File: src/rtl/decade_pkg.sv
// Shared definitions for the cascaded decade counter: digit width, BCD limit,
// run-controller state encoding and a digit validity helper.
package decade_pkg;

  localparam int         BCD_W   = 4;
  localparam logic [3:0] BCD_MAX = 4'd9;

  typedef enum logic [1:0] {
    IDLE  = 2'd0,
    RUN   = 2'd1,
    PAUSE = 2'd2,
    DONE  = 2'd3
  } state_e;

  // Plain-vector aliases so the controller's state register stays a logic vector
  localparam logic [1:0] ST_IDLE  = IDLE;
  localparam logic [1:0] ST_RUN   = RUN;
  localparam logic [1:0] ST_PAUSE = PAUSE;
  localparam logic [1:0] ST_DONE  = DONE;

  function automatic logic bcd_valid(input logic [BCD_W-1:0] d);
    return d <= BCD_MAX;
  endfunction

endpackage

File: src/rtl/bcd_digit.sv
// Single decade digit: counts 0..9 and wraps on inc, zeroes on reset or clr.
// at9 feeds the carry enable of the next digit up the chain.
module bcd_digit
  import decade_pkg::*;
(
  input  logic             clk,
  input  logic             rst_n,
  input  logic             clr,
  input  logic             inc,
  output logic [BCD_W-1:0] q,
  output logic             at9
);

  logic [BCD_W-1:0] q_q, q_d;

  always_comb begin
    q_d = q_q;
    if (clr) begin
      q_d = '0;
    end else if (inc) begin
      q_d = (q_q >= BCD_MAX) ? '0 : q_q + 4'd1;
    end
  end

  always_ff @(posedge clk) begin
    if (!rst_n) begin
      q_q <= '0;
    end else begin
      q_q <= q_d;
    end
  end

  assign q   = q_q;
  assign at9 = (q_q == BCD_MAX);

endmodule

File: src/rtl/decade_chain_ctrl.sv
// Run controller for a cascaded BCD counter: command FSM, count-tick prescaler,
// digit carry chain, latched terminal-count compare and wrap flag.
module decade_chain_ctrl
  import decade_pkg::*;
#(
  parameter int DIGITS = 4,
  parameter int DIV    = 10,
  parameter int DIV_W  = 16
) (
  input  logic                  clk,
  input  logic                  rst_n,
  input  logic                  start,
  input  logic                  stop,
  input  logic                  clear,
  input  logic [4*DIGITS-1:0]   target,
  output logic [4*DIGITS-1:0]   bcd_out,
  output logic                  running,
  output logic                  tick,
  output logic                  done,
  output logic                  ovf
);

  localparam logic [DIV_W-1:0] PRESC_LAST = DIV_W'(DIV - 1);

  logic [1:0]          state_q, state_d;
  logic [DIV_W-1:0]    presc_q, presc_d;
  logic [4*DIGITS-1:0] target_q, target_d;
  logic                ovf_q, ovf_d;

  logic [DIGITS-1:0]   at9;
  logic [DIGITS-1:0]   inc;
  logic [4*DIGITS-1:0] next_val;
  logic                all9;
  logic                tgt_ok;
  logic                hit;

  // A stop or clear in the same cycle suppresses the tick even at DIV-1
  assign tick = (state_q == ST_RUN) && !clear && !stop && (presc_q == PRESC_LAST);
  assign all9 = &at9;

  for (genvar k = 0; k < DIGITS; k++) begin : g_digit
    if (k == 0) begin : g_lsd
      assign inc[k] = tick;
    end else begin : g_upper
      assign inc[k] = tick & (&at9[k-1:0]);
    end

    assign next_val[4*k +: 4] = !inc[k] ? bcd_out[4*k +: 4] :
                                at9[k]  ? 4'd0 : bcd_out[4*k +: 4] + 4'd1;

    bcd_digit u_digit (
      .clk   (clk),
      .rst_n (rst_n),
      .clr   (clear),
      .inc   (inc[k]),
      .q     (bcd_out[4*k +: 4]),
      .at9   (at9[k])
    );
  end

  // Zero or any non-BCD target digit means free-run
  always_comb begin
    tgt_ok = (target_q != '0);
    for (int k = 0; k < DIGITS; k++) begin
      if (!bcd_valid(target_q[4*k +: 4])) tgt_ok = 1'b0;
    end
  end

  assign hit = tick && tgt_ok && (next_val == target_q);

  always_comb begin
    state_d  = state_q;
    presc_d  = presc_q;
    target_d = target_q;
    ovf_d    = 1'b0;
    if (clear) begin
      state_d = ST_IDLE;
      presc_d = '0;
    end else begin
      case (state_q)
        ST_IDLE: begin
          if (!stop && start) begin
            state_d  = ST_RUN;
            presc_d  = '0;
            target_d = target;
          end
        end
        ST_RUN: begin
          if (stop) begin
            state_d = ST_PAUSE;
          end else begin
            presc_d = (presc_q == PRESC_LAST) ? '0 : presc_q + DIV_W'(1);
            ovf_d   = tick && all9;
            if (hit) state_d = ST_DONE;
          end
        end
        ST_PAUSE: begin
          if (!stop && start) state_d = ST_RUN;
        end
        ST_DONE: begin
          state_d = ST_DONE;
        end
        default: begin
          state_d = ST_IDLE;
          presc_d = '0;
        end
      endcase
    end
  end

  always_ff @(posedge clk) begin
    if (!rst_n) begin
      state_q  <= ST_IDLE;
      presc_q  <= '0;
      target_q <= '0;
      ovf_q    <= 1'b0;
    end else begin
      state_q  <= state_d;
      presc_q  <= presc_d;
      target_q <= target_d;
      ovf_q    <= ovf_d;
    end
  end

  assign running = (state_q == ST_RUN);
  assign done    = (state_q == ST_DONE);
  assign ovf     = ovf_q;

endmodule

File: config.mk
export PLATFORM = sky130hd
export DESIGN_NAME = decade_chain_ctrl
export DESIGN_NICKNAME = d
export VERILOG_FILES = /design/src/rtl/decade_pkg.sv /design/src/rtl/bcd_digit.sv /design/src/rtl/decade_chain_ctrl.sv
export SDC_FILE = /design/constraint.sdc
export NUM_CORES = 1
export LEC_CHECK = 0
export BUFFER_PORTS_ARGS = -buffer_cell sky130_fd_sc_hd__buf_2
export CAP_MARGIN = 20
export CORE_MARGIN = 4
export CORE_UTILIZATION = 65
export CTS_BUF_LIST = sky130_fd_sc_hd__clkbuf_8
export CTS_CLUSTER_DIAMETER = 120
export DETAILED_ROUTE_END_ITERATION = 7
export PLACE_DENSITY = 0.88
export SYNTH_ARGS = -nofsm -noshare
export SYNTH_HDL_FRONTEND = slang
export SYNTH_SLANG_ARGS = --single-unit
export TNS_END_PERCENT = 10
File: constraint.sdc
create_clock -name clk -period 4.2 [get_ports clk]
set_input_delay 1.26 -clock clk [delete_from_list [all_inputs] [get_ports clk]]
set_output_delay 1.26 -clock clk [all_outputs]
set_load 0.05 [all_outputs]
==> reports/qor.yml <==
clock_network:
  clockRootBuffer: "clkbuf_8"
  hold_buffers: 0
  tritoncts: "yes"
  clock_path_buffers: 2
  cts_resized: 0
  insertion_delay_ns: 0.31
  clock-sinks: 51
  clk_pin_slew_ns: 0.08
  cts_buffers: 5
  post-cts-setup-buffers: 0
  cts_max_level: 2
yosys:
  synth_area_per_cell_sq_um: 8.04
  yosys.area.top_type: "dfxtp_1"
  syn_nets: 429
  ys_async_sr_fraction_pct: 0
  ys.flop_type: "dfxtp_1"
  yosys_warnings: 0
  syn-cell-area_sq_um: 3170
  netlist-cell-type-count: 51
  synth_edf_count: 0
  synth-seq-cells: 51
  synth.top_cell.area_share_pct: 32.2
  synth.area.top_cells: "dfxtp_1 (32%), mux2i_1 (6.0%), ha_1 (5.5%), nand2_1 (4.6%), nor2_1 (4.3%)"
  syn-instance-count: 394
  ys_seq_area_share_pct: 32.2
placement:
  dpl.cell_count: 488
  routabilityCongestion: 0.946
  io_buffers: 40
  dpl_cell_area_sq_um: 3420
  post-place-ws_ns: 0.312
  dpl.hpwl_um: 5610
detailed_routing:
  vias_per_cell: 6.06
  totalWireLength_um: 7460
  drc: 0
  post_drt_wl_per_cell_um: 15.0
  dr.pass1.iters: 5
  num_vias: 3007
  drt_iter0_drc: 401
  final_antenna_net_count: 0
timing:
  worst_pin_slew_ns: 0.709
  maxSlewHeadroom_pct: 52.2
  fin_tns_setup_ns: 0
  hold_viol_final: 0
  slew_viol_final: 0
  finalCritPeriodShare_pct: 93.6
  rsz0062_at_grt: "no"
  worst_slack_ns: 0.270
  clock_skew_ns: 0.00900
  clock.fmax_mhz: 254
  fin_crit_ns: 3.93
  finalSetupViolations: 0
floorplan:
  initial_core_util_pct: 67.0
  fp.dieH_um: 77.8
  num_rows: 25
  ios: 41
  die_area_sq_um: 6050
  coreArea_sq_um: 4720
  die_x_um: 77.8
finish:
  num_antenna_cells: 0
  fin_cells: 496
  multi_input_area_sq_um: 2040
  final_nets: 463
  fillers: 356
  post_route_cells_drive_above_1_share_pct: 13.5
  finish.instance_area_sq_um: 3550
  syn_to_final_growth_pct: 12.2
  regArea_sq_um: 1020
grt:
  grt_pass1_vias: 2729
  grtUsageTotal_pct: 25.6
  antenna_found_initial: 0
  grt_max_degree: 24
  grt.overflow.total: 0
  grt_pass1_wl_um: 12700
worst_setup_path:
  crit_required_ns: 2.94
  cp_data_arrival_time_ns: 2.67
  path_class: "in2out"
  worstSetupStartpointType: "input pin"
  crit_fanout: 8
  rr_worst_depth: 9
  cp-end-kind: "primary output"
pwr:
  p_int_mw: 0.755
  pwr-share-clk_pct: 41.2
  switchingPower_mw: 0.200
  p_seq_share_pct: 52.3
  vdd_ir_drop_max_mv: 0.233
  pwr-share-comb_pct: 6.5
  p_per_area_nw_per_um2: 269
  power.share.switching_pct: 20.9
  p_leak_nw: 1.30
job:
  maxCapViolCount: 0
status:
  status: "complete, no violations"
min_path:
  hold_path.class: "reg2reg"
  whs_path_depth: 2
-- placed cells by master (no fill, tap or decap), types with 16 or more instances in the layout --
cell / n
a21oi_1: 26
buf_2: 40
dfxtp_1: 51
inv_1: 16
mux2i_1: 19
nand2_1: 39
nand3_1: 16
nor2_1: 36
nor2b_1: 19
o21ai_0: 26
-- through the flow --
stage / utilization (%) / power (mW) / hold WS (ns)
5_1_grt: 75.2 / 0.987 / 0.532
4_1_cts: 75.2 / 0.961 / 0.497
6_report: 75.2 / 0.954 / 0.500
2_1_floorplan: - / 0.547 / 0.453
3_3_place_gp: 72.4 / 0.570 / 0.467
3_5_place_dp: 72.4 / 0.572 / 0.485
-- final cells by class --
| class | instances | share of cell area, % |
|---|---|---|
| tap | 67 | 2.36 |
| clock inverter | 3 | 1.80 |
| multi-input combinational | 313 | 57.5 |
| clock buffer | 5 | 1.94 |
| inverter | 15 | 1.58 |
| sequential | 51 | 28.7 |
| timing repair buffer | 42 | 6.06 |
-- synthesized netlist by cell type (4+ instances only) --
cell type  instances
nand3_1           16
nand2_1           39
and2_1             4
nor2b_1           19
nor3_1            13
dfxtp_1           51
nor2_1            36
clkbuf_1          12
a21oi_1           26
o21ai_0           26
inv_1             15
nor4_1            10
xor2_1            13
nand4_1           10
xnor2_1           11
ha_1              14
nand3b_1           5
mux2i_1           19
-- power by group through the flow --
stage / combinational [mW] / sequential (mW) / clock [mW]
final: 0.0620 / 0.499 / 0.393
after global routing: 0.0684 / 0.500 / 0.419
after CTS: 0.0620 / 0.499 / 0.401
after detailed placement: 0.0616 / 0.510 / 0
after global placement: 0.0599 / 0.510 / 0
after floorplan: 0.0411 / 0.506 / 0
-- flip-flops by register name (all words and copies together), names as in the netlist --
signal / flops
g_digit.u_digit.q: 16
ovf: 1
presc_q: 16
state_q: 2
target_q: 16
-- routing by layer --
layer	global-route usage (%)	wire, um
met5	0	0
met4	6.05	76
met2	42.1	3440
met3	4.76	590
met1	34.5	3360
-- path summary, 6_finish.rpt --
kind / from / to / slack, ns
hold / removal: presc_q[15] / presc_q[15] / 0.50
setup reg to reg: g_digit[0].u_digit.q[0] / state_q[1] / 1.23
hold reg to reg: presc_q[15] / presc_q[15] / 0.50
setup / recovery: clear / tick / 0.27
-- kinds of logic after synthesis --
logic type	Yosys count	share of synthesized area [%]
XOR/XNOR	24	6.64
buffers and inverters	30	3.67
AO/OA/AOI/OAI	75	13.9
flip-flops	51	32.2
AND/OR/NAND/NOR	180	31.6
multiplexers	20	6.36
adder cells (fa/ha/maj)	14	5.53
-- critical path, cell delays in order --
cell and delay (ns):
buf_2 0.13, nor4b_2 0.37, and2_1 0.30, nand2_1 0.20, inv_1 0.14, buf_2 0.28
Note: power is estimated with default switching activity, not from simulation.
